==> src/rtl/col2img8_if.sv <==
// col2img8 beat-input and memory-write bundle.
// master drives beats and grants; slave is the transposer.
interface col2img8_if #(
  parameter int ADDR_W = 16
) ();
  logic [63:0]       data_in;
  logic              data_vld_in;
  logic              data_rdy_out;
  logic [63:0]       mem_wdata;
  logic [ADDR_W-1:0] mem_addr;
  logic              mem_we;
  logic              mem_gnt;

  modport master (
    output data_in, data_vld_in, mem_gnt,
    input  data_rdy_out, mem_wdata, mem_addr, mem_we
  );

  modport slave (
    input  data_in, data_vld_in, mem_gnt,
    output data_rdy_out, mem_wdata, mem_addr, mem_we
  );
endinterface

==> src/rtl/col2img8.sv <==
// col2img8: 8x8 column-to-row tile transposer and write-back.
// COL2IMG8_PINGPONG_EN selects two tile buffers; default is one.
module col2img8 #(
  parameter int OUT_W  = 32,
  parameter int OUT_H  = 16,
  parameter int ADDR_W = 16
) (
  input  logic              clk,
  input  logic              rst_n,
  input  logic              clr,
  input  logic              start,
  input  logic              stride2_en,
  input  logic [ADDR_W-1:0] base_addr,
  output logic              busy,
  output logic              done,
  col2img8_if.slave         bus
);
  typedef enum logic [1:0] {
    IDLE, ACTIVE, FLUSH, DONE
  } state_t;

  localparam int CW = $clog2((OUT_W / 8) * (OUT_H / 8)) + 1;
  localparam logic [CW-1:0] NT1M =
    CW'((OUT_W / 8) * (OUT_H / 8) - 1);
  localparam logic [CW-1:0] NT2M =
    CW'((OUT_W / 16) * (OUT_H / 16) - 1);
  localparam logic [CW-1:0] TW1M = CW'(OUT_W / 8 - 1);
  localparam logic [CW-1:0] TW2M = CW'(OUT_W / 16 - 1);
  localparam logic [ADDR_W-1:0] W1 = ADDR_W'(OUT_W);
  localparam logic [ADDR_W-1:0] W2 = ADDR_W'(OUT_W / 2);
  localparam logic [ADDR_W-1:0] P1 = ADDR_W'(OUT_W / 8);
  localparam logic [ADDR_W-1:0] P2 = ADDR_W'(OUT_W / 16);

  state_t            state_q, state_d;
  logic              stride_q, stride_d;
  logic              fsel_q, fsel_d;
  logic              dsel_q, dsel_d;
  logic [1:0]        full_q, full_d;
  logic [2:0]        k_q, k_d;
  logic [2:0]        row_q, row_d;
  logic [CW-1:0]     ftile_q, ftile_d;
  logic [CW-1:0]     dtile_q, dtile_d;
  logic [CW-1:0]     tc_q, tc_d;
  logic [ADDR_W-1:0] rbase_q, rbase_d;
  logic [ADDR_W-1:0] taddr_q, taddr_d;
  logic [ADDR_W-1:0] addr_q, addr_d;
  logic [63:0]       wdata_q, wdata_d;
  logic              we_q, we_d;
  logic              rdy_q, rdy_d;
  logic              busy_q, busy_d;
  logic              done_q, done_d;
  logic [63:0]       buf_q [2][8];
  logic [63:0]       buf_d [2][8];

  logic              acc, gnt, fin;
  logic [2:0]        row_nx;
  logic [CW-1:0]     ntm, twm;
  logic [ADDR_W-1:0] wpix, pitch;

  assign acc = bus.data_vld_in && rdy_q;
  assign gnt = we_q && bus.mem_gnt;

  // Next-state: FSM, tile fill, row drain and address walk.
  always_comb begin
    state_d  = state_q;
    stride_d = stride_q;
    fsel_d   = fsel_q;
    dsel_d   = dsel_q;
    full_d   = full_q;
    k_d      = k_q;
    row_d    = row_q;
    ftile_d  = ftile_q;
    dtile_d  = dtile_q;
    tc_d     = tc_q;
    rbase_d  = rbase_q;
    taddr_d  = taddr_q;
    addr_d   = addr_q;
    wdata_d  = wdata_q;
    we_d     = we_q;
    buf_d    = buf_q;
    fin      = 1'b0;
    ntm      = stride_q ? NT2M : NT1M;
    twm      = stride_q ? TW2M : TW1M;
    wpix     = stride_q ? W2 : W1;
    pitch    = stride_q ? P2 : P1;
    row_nx   = row_q + 3'd1;

    unique case (state_q)
      IDLE: begin
        if (start) begin
          state_d  = ACTIVE;
          stride_d = stride2_en;
          fsel_d   = 1'b0;
          dsel_d   = 1'b0;
          full_d   = '0;
          k_d      = '0;
          row_d    = '0;
          ftile_d  = '0;
          dtile_d  = '0;
          tc_d     = '0;
          rbase_d  = base_addr;
          taddr_d  = base_addr;
        end
      end
      DONE:    state_d = IDLE;
      default: ;
    endcase

    if (acc) begin
      for (int i = 0; i < 8; i++) begin
        buf_d[fsel_q][i][8*k_q +: 8] =
          bus.data_in[8*i +: 8];
      end
      k_d = k_q + 3'd1;
      if (k_q == 3'd7) begin
        full_d[fsel_q] = 1'b1;
`ifdef COL2IMG8_PINGPONG_EN
        fsel_d = ~fsel_q;
`endif
        ftile_d = ftile_q + CW'(1);
        if (ftile_q == ntm) state_d = FLUSH;
      end
    end

    if (gnt) begin
      if (row_q == 3'd7) begin
        full_d[dsel_q] = 1'b0;
`ifdef COL2IMG8_PINGPONG_EN
        dsel_d = ~dsel_q;
`endif
        row_d   = '0;
        we_d    = 1'b0;
        dtile_d = dtile_q + CW'(1);
        if (tc_q == twm) begin
          tc_d    = '0;
          rbase_d = rbase_q + wpix;
          taddr_d = rbase_q + wpix;
        end else begin
          tc_d    = tc_q + CW'(1);
          taddr_d = taddr_q + ADDR_W'(1);
        end
        if (dtile_q == ntm) begin
          fin     = 1'b1;
          state_d = DONE;
        end
      end else begin
        row_d   = row_nx;
        addr_d  = addr_q + pitch;
        wdata_d = buf_q[dsel_q][row_nx];
      end
    end

    // Row 0 reads buf_d so a tile completing now is forwarded.
    if ((!we_q || (gnt && row_q == 3'd7)) &&
        full_d[dsel_d] && !fin) begin
      we_d    = 1'b1;
      addr_d  = taddr_d;
      wdata_d = buf_d[dsel_d][0];
    end

    if (clr) begin
      state_d  = IDLE;
      stride_d = 1'b0;
      fsel_d   = 1'b0;
      dsel_d   = 1'b0;
      full_d   = '0;
      k_d      = '0;
      row_d    = '0;
      ftile_d  = '0;
      dtile_d  = '0;
      tc_d     = '0;
      rbase_d  = '0;
      taddr_d  = '0;
      addr_d   = '0;
      wdata_d  = '0;
      we_d     = 1'b0;
    end

    busy_d = (state_d == ACTIVE) || (state_d == FLUSH);
    done_d = (state_d == DONE);
    rdy_d  = (state_d == ACTIVE) && !full_d[fsel_d];
`ifndef COL2IMG8_PINGPONG_EN
    // Single buffer reopens one cycle after its last row.
    if (gnt && row_q == 3'd7) rdy_d = 1'b0;
`endif
  end

  // Control and output registers.
  always_ff @(posedge clk or negedge rst_n) begin
    if (!rst_n) begin
      state_q  <= IDLE;
      stride_q <= 1'b0;
      fsel_q   <= 1'b0;
      dsel_q   <= 1'b0;
      full_q   <= '0;
      k_q      <= '0;
      row_q    <= '0;
      ftile_q  <= '0;
      dtile_q  <= '0;
      tc_q     <= '0;
      rbase_q  <= '0;
      taddr_q  <= '0;
      addr_q   <= '0;
      wdata_q  <= '0;
      we_q     <= 1'b0;
      rdy_q    <= 1'b0;
      busy_q   <= 1'b0;
      done_q   <= 1'b0;
    end else begin
      state_q  <= state_d;
      stride_q <= stride_d;
      fsel_q   <= fsel_d;
      dsel_q   <= dsel_d;
      full_q   <= full_d;
      k_q      <= k_d;
      row_q    <= row_d;
      ftile_q  <= ftile_d;
      dtile_q  <= dtile_d;
      tc_q     <= tc_d;
      rbase_q  <= rbase_d;
      taddr_q  <= taddr_d;
      addr_q   <= addr_d;
      wdata_q  <= wdata_d;
      we_q     <= we_d;
      rdy_q    <= rdy_d;
      busy_q   <= busy_d;
      done_q   <= done_d;
    end
  end

  // Tile storage; validity is tracked by full_q.
  always_ff @(posedge clk) begin
    buf_q <= buf_d;
  end

  assign bus.data_rdy_out = rdy_q;
  assign bus.mem_we       = we_q;
  assign bus.mem_addr     = addr_q;
  assign bus.mem_wdata    = wdata_q;
  assign busy             = busy_q;
  assign done             = done_q;
endmodule

==> src/flat_wrapper.sv <==
// flat-port wrapper written by rule: the top's interface ports become plain ports
module col2img8_flat 
#(
  parameter int OUT_W  = 32,
  parameter int OUT_H  = 16,
  parameter int ADDR_W = 16
)
  (clk, rst_n, clr, start, stride2_en, base_addr, busy, done, bus_data_in, bus_data_vld_in, bus_mem_gnt, bus_data_rdy_out, bus_mem_wdata, bus_mem_addr, bus_mem_we);
  col2img8_if #(.ADDR_W(ADDR_W)) bus_i ();
  input  logic clk;
  input  logic rst_n;
  input  logic clr;
  input  logic start;
  input  logic stride2_en;
  input  logic [ADDR_W-1:0] base_addr;
  output logic busy;
  output logic done;
  input wire logic [$bits(bus_i.data_in)-1:0] bus_data_in;
  input wire logic [$bits(bus_i.data_vld_in)-1:0] bus_data_vld_in;
  input wire logic [$bits(bus_i.mem_gnt)-1:0] bus_mem_gnt;
  output wire logic [$bits(bus_i.data_rdy_out)-1:0] bus_data_rdy_out;
  output wire logic [$bits(bus_i.mem_wdata)-1:0] bus_mem_wdata;
  output wire logic [$bits(bus_i.mem_addr)-1:0] bus_mem_addr;
  output wire logic [$bits(bus_i.mem_we)-1:0] bus_mem_we;
  assign bus_i.data_in = bus_data_in;
  assign bus_i.data_vld_in = bus_data_vld_in;
  assign bus_i.mem_gnt = bus_mem_gnt;
  assign bus_data_rdy_out = bus_i.data_rdy_out;
  assign bus_mem_wdata = bus_i.mem_wdata;
  assign bus_mem_addr = bus_i.mem_addr;
  assign bus_mem_we = bus_i.mem_we;
  col2img8 #(.OUT_W(OUT_W), .OUT_H(OUT_H), .ADDR_W(ADDR_W)) u_core (.clk(clk), .rst_n(rst_n), .clr(clr), .start(start), .stride2_en(stride2_en), .base_addr(base_addr), .busy(busy), .done(done), .bus(bus_i));
endmodule
==> config.mk <==
export PLATFORM = sky130hd
export DESIGN_NAME = col2img8_flat
export DESIGN_NICKNAME = d
export VERILOG_FILES = /design/src/rtl/col2img8_if.sv /design/src/rtl/col2img8.sv /design/src/flat_wrapper.sv
export SDC_FILE = /design/constraint.sdc
export NUM_CORES = 2
export LEC_CHECK = 0
export BUFFER_PORTS_ARGS = -buffer_cell sky130_fd_sc_hd__buf_2
export CAP_MARGIN = 25
export CORE_MARGIN = 2
export CORE_UTILIZATION = 55
export DETAILED_ROUTE_END_ITERATION = 16
export PLACE_DENSITY = 0.77
export SETUP_SLACK_MARGIN = 0.05
export SLEW_MARGIN = 5
export SYNTH_ARGS = -nofsm -noshare
export SYNTH_HDL_FRONTEND = slang
export SYNTH_SLANG_ARGS = --single-unit
==> constraint.sdc <==
create_clock -name clk -period 5.2 [get_ports clk]
set_input_delay 0.26 -clock clk [delete_from_list [all_inputs] [get_ports clk]]
set_output_delay 0.26 -clock clk [all_outputs]
set_load 0.01 [all_outputs]
### Word level (Yosys, flattened, before mapping)

Index checks and enable logic that the tools add are counted.

| cells by class | value |
|---|---|
| bitwise logic cells | 7 |
| magnitude comparators | 11 |
| shift operators | 9 |
| eq/ne operators | 10 |
| add/subtract/negate cells | 9 |
| reduce and logical (&&, ||, !) cells | 28 |
| mux-type cells | 122 |

Operators by type and width:

| operator | number |
|---|---|
| $bwmux 1024 | 8 |
| $demux 512 s1 | 8 |
| $mux 512 | 7 |
| $mux 1024 | 1 |
| $shiftx 8x34->64 | 8 |
| $mux 448 | 1 |
| $mux 64 | 7 |
| $mux 384 | 1 |
| $mux 320 | 1 |
| $mux 16 | 16 |
| $mux 256 | 1 |
| $bmux 64 s3 | 1 |
| $mux 192 | 1 |
| $mux 128 | 1 |
| $mux 4 | 16 |
| $shift 8x34->64 const A | 1 |
| $neg 6->34 | 1 |
| $add 16x16->16 | 2 |
| $mux 2 | 16 |
| $mux 3 | 9 |
| $mux 1 | 23 |
| $reduce_bool 3->1 | 6 |
| $add 16x1->16 const B | 1 |
| $add 4x1->4 const B | 3 |
| 25 further kinds | 56 |

| word-level totals | value |
|---|---|
| output and inout bits | 84 |
| input bits | 87 |
| word-level logic and storage cells | 230 |
| bits in registers | 1165 |

### Longest topological paths before layout

| logic depth | value |
|---|---|
| depth in word-level cells | 19 |
| depth in mapped cells | 14 |
| gate-level depth less buffers | 11 |

### Worst setup path after synthesis

No wires, ideal clock.

| path | value |
|---|---|
| path type | register to register |
| start point | register u_core.k_q[0] |
| end point | register u_core.wdata_q[35], in the netlist u_core.bus.mem_wdata[35] |
| clock period less this slack | 4.850 ns |
| path buffers | 4 |
| slack | 0.350 ns |
| required time | 5.104 ns |
| arrival | 4.754 ns |
| setup time | 0.096 ns |
| cell stages (with the launch flop) | 14 |
| cell sequence | dfrtp_1 > buf_2 > buf_2 > inv_1 > ha_1 > ha_1 > buf_6 > or3b_4 > nor4_4 > nand2b_1 > buf_6 > o32ai_1 > o21a_1 > nor4_2 |

| on the way | value |
|---|---|
| word-level cells in the longest chain between the ends | 18 |
| elaborated cells on any way between the ends | 39 |
| classes of those cells | 1 x add/sub; 2 x eq/ne; 9 x shift; 22 x mux; 1 x bitwise; 4 x reduce/logical |

RTL lines:

| element | line | RTL |
|---|---|---|
| start, declared | col2img8.sv:39 | `logic [2:0] k_q, k_d;` |
| start signal, assigned | col2img8.sv:215 | `k_q <= k_d;` |
| $neg 6->34 | col2img8.sv:112 | `bus.data_in[8*i +: 8];` |
| $shift 8x34->64 | col2img8.sv:111 | `buf_d[fsel_q][i][8*k_q +: 8] =` |
| $mux 512 (not written as such) | col2img8.sv:111 |  |
| $demux 512 s1 | col2img8.sv:111 |  |
| $bwmux 1024 (8 in series) | col2img8.sv:111 |  |
| $mux 1024 | col2img8.sv:109 | `if (acc) begin` |
| $mux 512 (not written as such) (3 in series) | col2img8.sv:158 | `wdata_d = buf_d[dsel_d][0];` |
| $mux 64 | col2img8.sv:154 | `if ((!we_q \|\| (gnt && row_q == 3'd7)) &&` |
| $mux 64 | col2img8.sv:161 | `if (clr) begin` |
| end signal, assigned | col2img8.sv:223 | `wdata_q <= wdata_d;` |
| end, declared | col2img8.sv:47 | `logic [63:0] wdata_q, wdata_d;` |

Several ways; a longest one is shown, not always the timed one. The select of a mux whose other input is x is not followed.
A chain may end at the register's enable or synchronous reset.

==> flow_summary.json <==
{
  "r2r_cells": 9,
  "drive_above_1_share": 0.2228,
  "cts_tree": "built",
  "leakage_nw": 19.30,
  "antenna_left": 0,
  "synthTopCellsByArea": "edfxtp_1, mux4_2, dfrtp_1",
  "setup-violations-final": 0,
  "slowest_stage": "buf_4",
  "rsz0062_at_grt": "no",
  "avgSynthCellArea_sq_um": 15.06,
  "core_sq_um": 91800,
  "cts_max_path_buffers": 3,
  "grt_max_degree": 109,
  "multiInputGateArea_sq_um": 16940,
  "dr.pass1.iters": 6,
  "area_growth_syn_to_layout_pct": 11.96,
  "die_h_um": 308.7,
  "worstReg2RegStart": "u_core.k_q[1]$_DFFE_PN0P_",
  "cts.sinks": 1165,
  "rows": 111,
  "fin_area_sq_um": 57170,
  "outcome": "complete, no violations",
  "finalWorstSetupSlack_ns": 1.410,
  "post_cts_buffers": 0,
  "grtUsageTotal": 0.3111,
  "place_congestion": 0.9141,
  "cts_resized": 0,
  "synth_enable_flop_cells": 896,
  "nFillCells": 6443,
  "synth_flop_cell": "edfxtp_1",
  "drt-total-wl_mm": 148.1,
  "period_needed_ns": 3.790,
  "cpMostUsedCell": "ha_1",
  "synth.yosys.seq_area_share": 0.6462,
  "grt_first_pass_wirelength_mm": 212.7,
  "post_drt_wl_per_cell_um": 30.23,
  "io_buffers": 170,
  "crit_required_ns": 5.59,
  "drc_errors": 0,
  "die_x_um": 308.7,
  "tightest_slew_ns": 1.131,
  "syn_nets": 3497,
  "cts_hold_buf": 19,
  "synth_common_cells": "edfxtp_1, and2_1, mux4_2",
  "die-area_sq_um": 95300,
  "finalNetCount": 3624,
  "path_clk_slew_ns": 0.06,
  "worstSkewPairLatency_ns": 0.73,
  "first_global_vias": 31000,
  "start_util": 0.5562,
  "ys_warn_count": 0,
  "crit_arrival_ns": 4.18,
  "vias": 32600,
  "powerDensity_nw_per_um2": 334.9,
  "drv_cap": 0,
  "antenna_found_initial": 25,
  "period_share": 0.7289,
  "htree_levels": 3,
  "dp_hpwl_mm": 92.10,
  "grt_remaining_overflow": 0,
  "peakVddDrop_v": 0.0002835,
  "vias_per_cell": 6.653,
  "postSynth.asyncResetShare": 0.1210,
  "cts-root-buf": "clkbuf_16",
  "synth_area_sq_um": 51060,
  "r2r_setup_slack_ns": 1.41,
  "stdcell_count": 4900,
  "seq_area_sq_um": 33000,
  "hold_path.class": "in -> reg",
  "cp-start-kind": "flip-flop",
  "finalHoldViolations": 0,
  "pre_cts_ws_ns": 1.431,
  "crit_fanout": 60,
  "synth_top_area_cell": "edfxtp_1",
  "pin_count": 171,
  "drt_iter0_markers": 5126,
  "ys_seq_elements": 1165,
  "crit_chain": "inv_1, ha_1, ha_1, or2b_2, nor4_4, buf_4, nand2_1, inv_2, buf_12",
  "crit_type": "reg -> reg",
  "dpl_cell_area_sq_um": 53170,
  "cts_buffers": 113,
  "synthDistinctLibCells": 86,
  "post-route-util": 0.6228,
  "setup-tns-final_ns": 0,
  "clock.fmax_mhz": 263.8,
  "slowest_delay_ns": 0.52,
  "place_inst": 4626,
  "final.setup_skew_ns": 0.05089,
  "synth_top_area_share": 0.5269,
  "synth_most_common_cell": "edfxtp_1",
  "slew_violations": 0,
  "slew_headroom": 0.2409,
  "worst_setup_path_end_kind": "flip-flop",
  "syn_inst": 3390,
  "crit_start": "u_core.k_q[1]$_DFFE_PN0P_"
}
==> per-stage QoR <==
| stage | total power, mW | hold slack, ns |
|---|---|---|
| global route | 19.57 | 0.05426 |
| floorplan | 10.66 | -0.03559 |
| global placement | 11.06 | 0.4018 |
| finish | 19.15 | 0.03599 |
| CTS | 19.16 | 0.006057 |
| detailed placement | 11.08 | 0.4054 |
==> report_power, final <==
part | switching (mW) | internal, mW | leakage [nW] | total, mW
logic | 0.539 | 0.240 | 6.56 | 0.779
registers | 0.0959 | 10.1 | 10.9 | 10.1
clock network | 3.56 | 4.66 | 1.81 | 8.22
total | 4.19 | 15.0 | 19.3 | 19.1
==> critical path: cells and delay by family, from the launching register on <==
kind / cells / cell delay, ns
and+or+nand+nor: 3 / 1.23
adders and majority gates: 2 / 0.49
buffers and inverters: 4 / 1.20
DFF: 1 / 0.46
==> layout make-up <==
type | instances | share of cell area
Timing Repair Buffer | 254 | 0.03018
Inverter | 35 | 0.002298
Tap cell | 1243 | 0.02720
Clock inverter | 58 | 0.01077
Multi-Input combinational cell | 1948 | 0.2963
Clock buffer | 153 | 0.05403
Sequential cell | 1165 | 0.5773
Antenna cell | 44 | 0.001926
==> per-layer routing <==
metal / track usage / wire (um)
met5: 0 / 114
met4: 0.1671 / 8249
met3: 0.07605 / 17670
met2: 0.4746 / 68310
met1: 0.4165 / 53780
==> kinds of logic (layout without fill, tap and decap cells) <==
family                   Yosys count  in the layout  synth area share
flip-flops                      1165           1165            0.6462
AND/OR/NAND/NOR                  993            993            0.1056
AO/OA/AOI/OAI                    483            483           0.06109
multiplexers                     419            419            0.1524
buffers and inverters            277            500           0.02387
XOR/XNOR                          33             33          0.005660
adder cells (fa/ha/maj)           20             20          0.005195
other                              0             44                 0
==> worst min-delay path by stage <==
stage          depth (start not counted)                              endpoint            from  slack (ns)
2_1_floorplan                          0     u_core.bus.data_rdy_out$_DFF_PN0_           rst_n       -0.04
3_3_place_gp                           1  u_core.bus.mem_wdata[43]$_DFFE_PN0P_           rst_n        0.40
3_5_place_dp                           1  u_core.bus.mem_wdata[45]$_DFFE_PN0P_           rst_n        0.41
4_1_cts                                3             u_core.buf_q[984]$_DFF_P_  bus_data_in[0]       0.006
5_1_grt                                4             u_core.buf_q[988]$_DFF_P_  bus_data_in[4]        0.05
6_report                               3             u_core.buf_q[984]$_DFF_P_  bus_data_in[0]        0.04
==> layout by cell type, fill, tap and decap left out, drive strengths merged, types with 8 or more instances in the layout <==
master         n
a211oi        23
a21oi        125
a221oi        16
a22oi         27
a31oi         14
a32o           8
and2         392
and3          77
buf          235
bufinv        10
clkbuf       153
clkinv        46
dfrtp        141
dfxtp        128
diode         44
dlygate4sd3   19
edfxtp       896
ha            18
inv           37
mux2          87
mux2i         54
mux4         278
nand2        233
nand3         46
nand4          8
nor2         123
nor2b         10
nor3          29
nor4          10
o211ai        18
o21ai        107
o221ai        21
o22ai         61
or3           25
xnor2         24
xor2           9
Note: power is estimated with default switching activity, not from simulation.
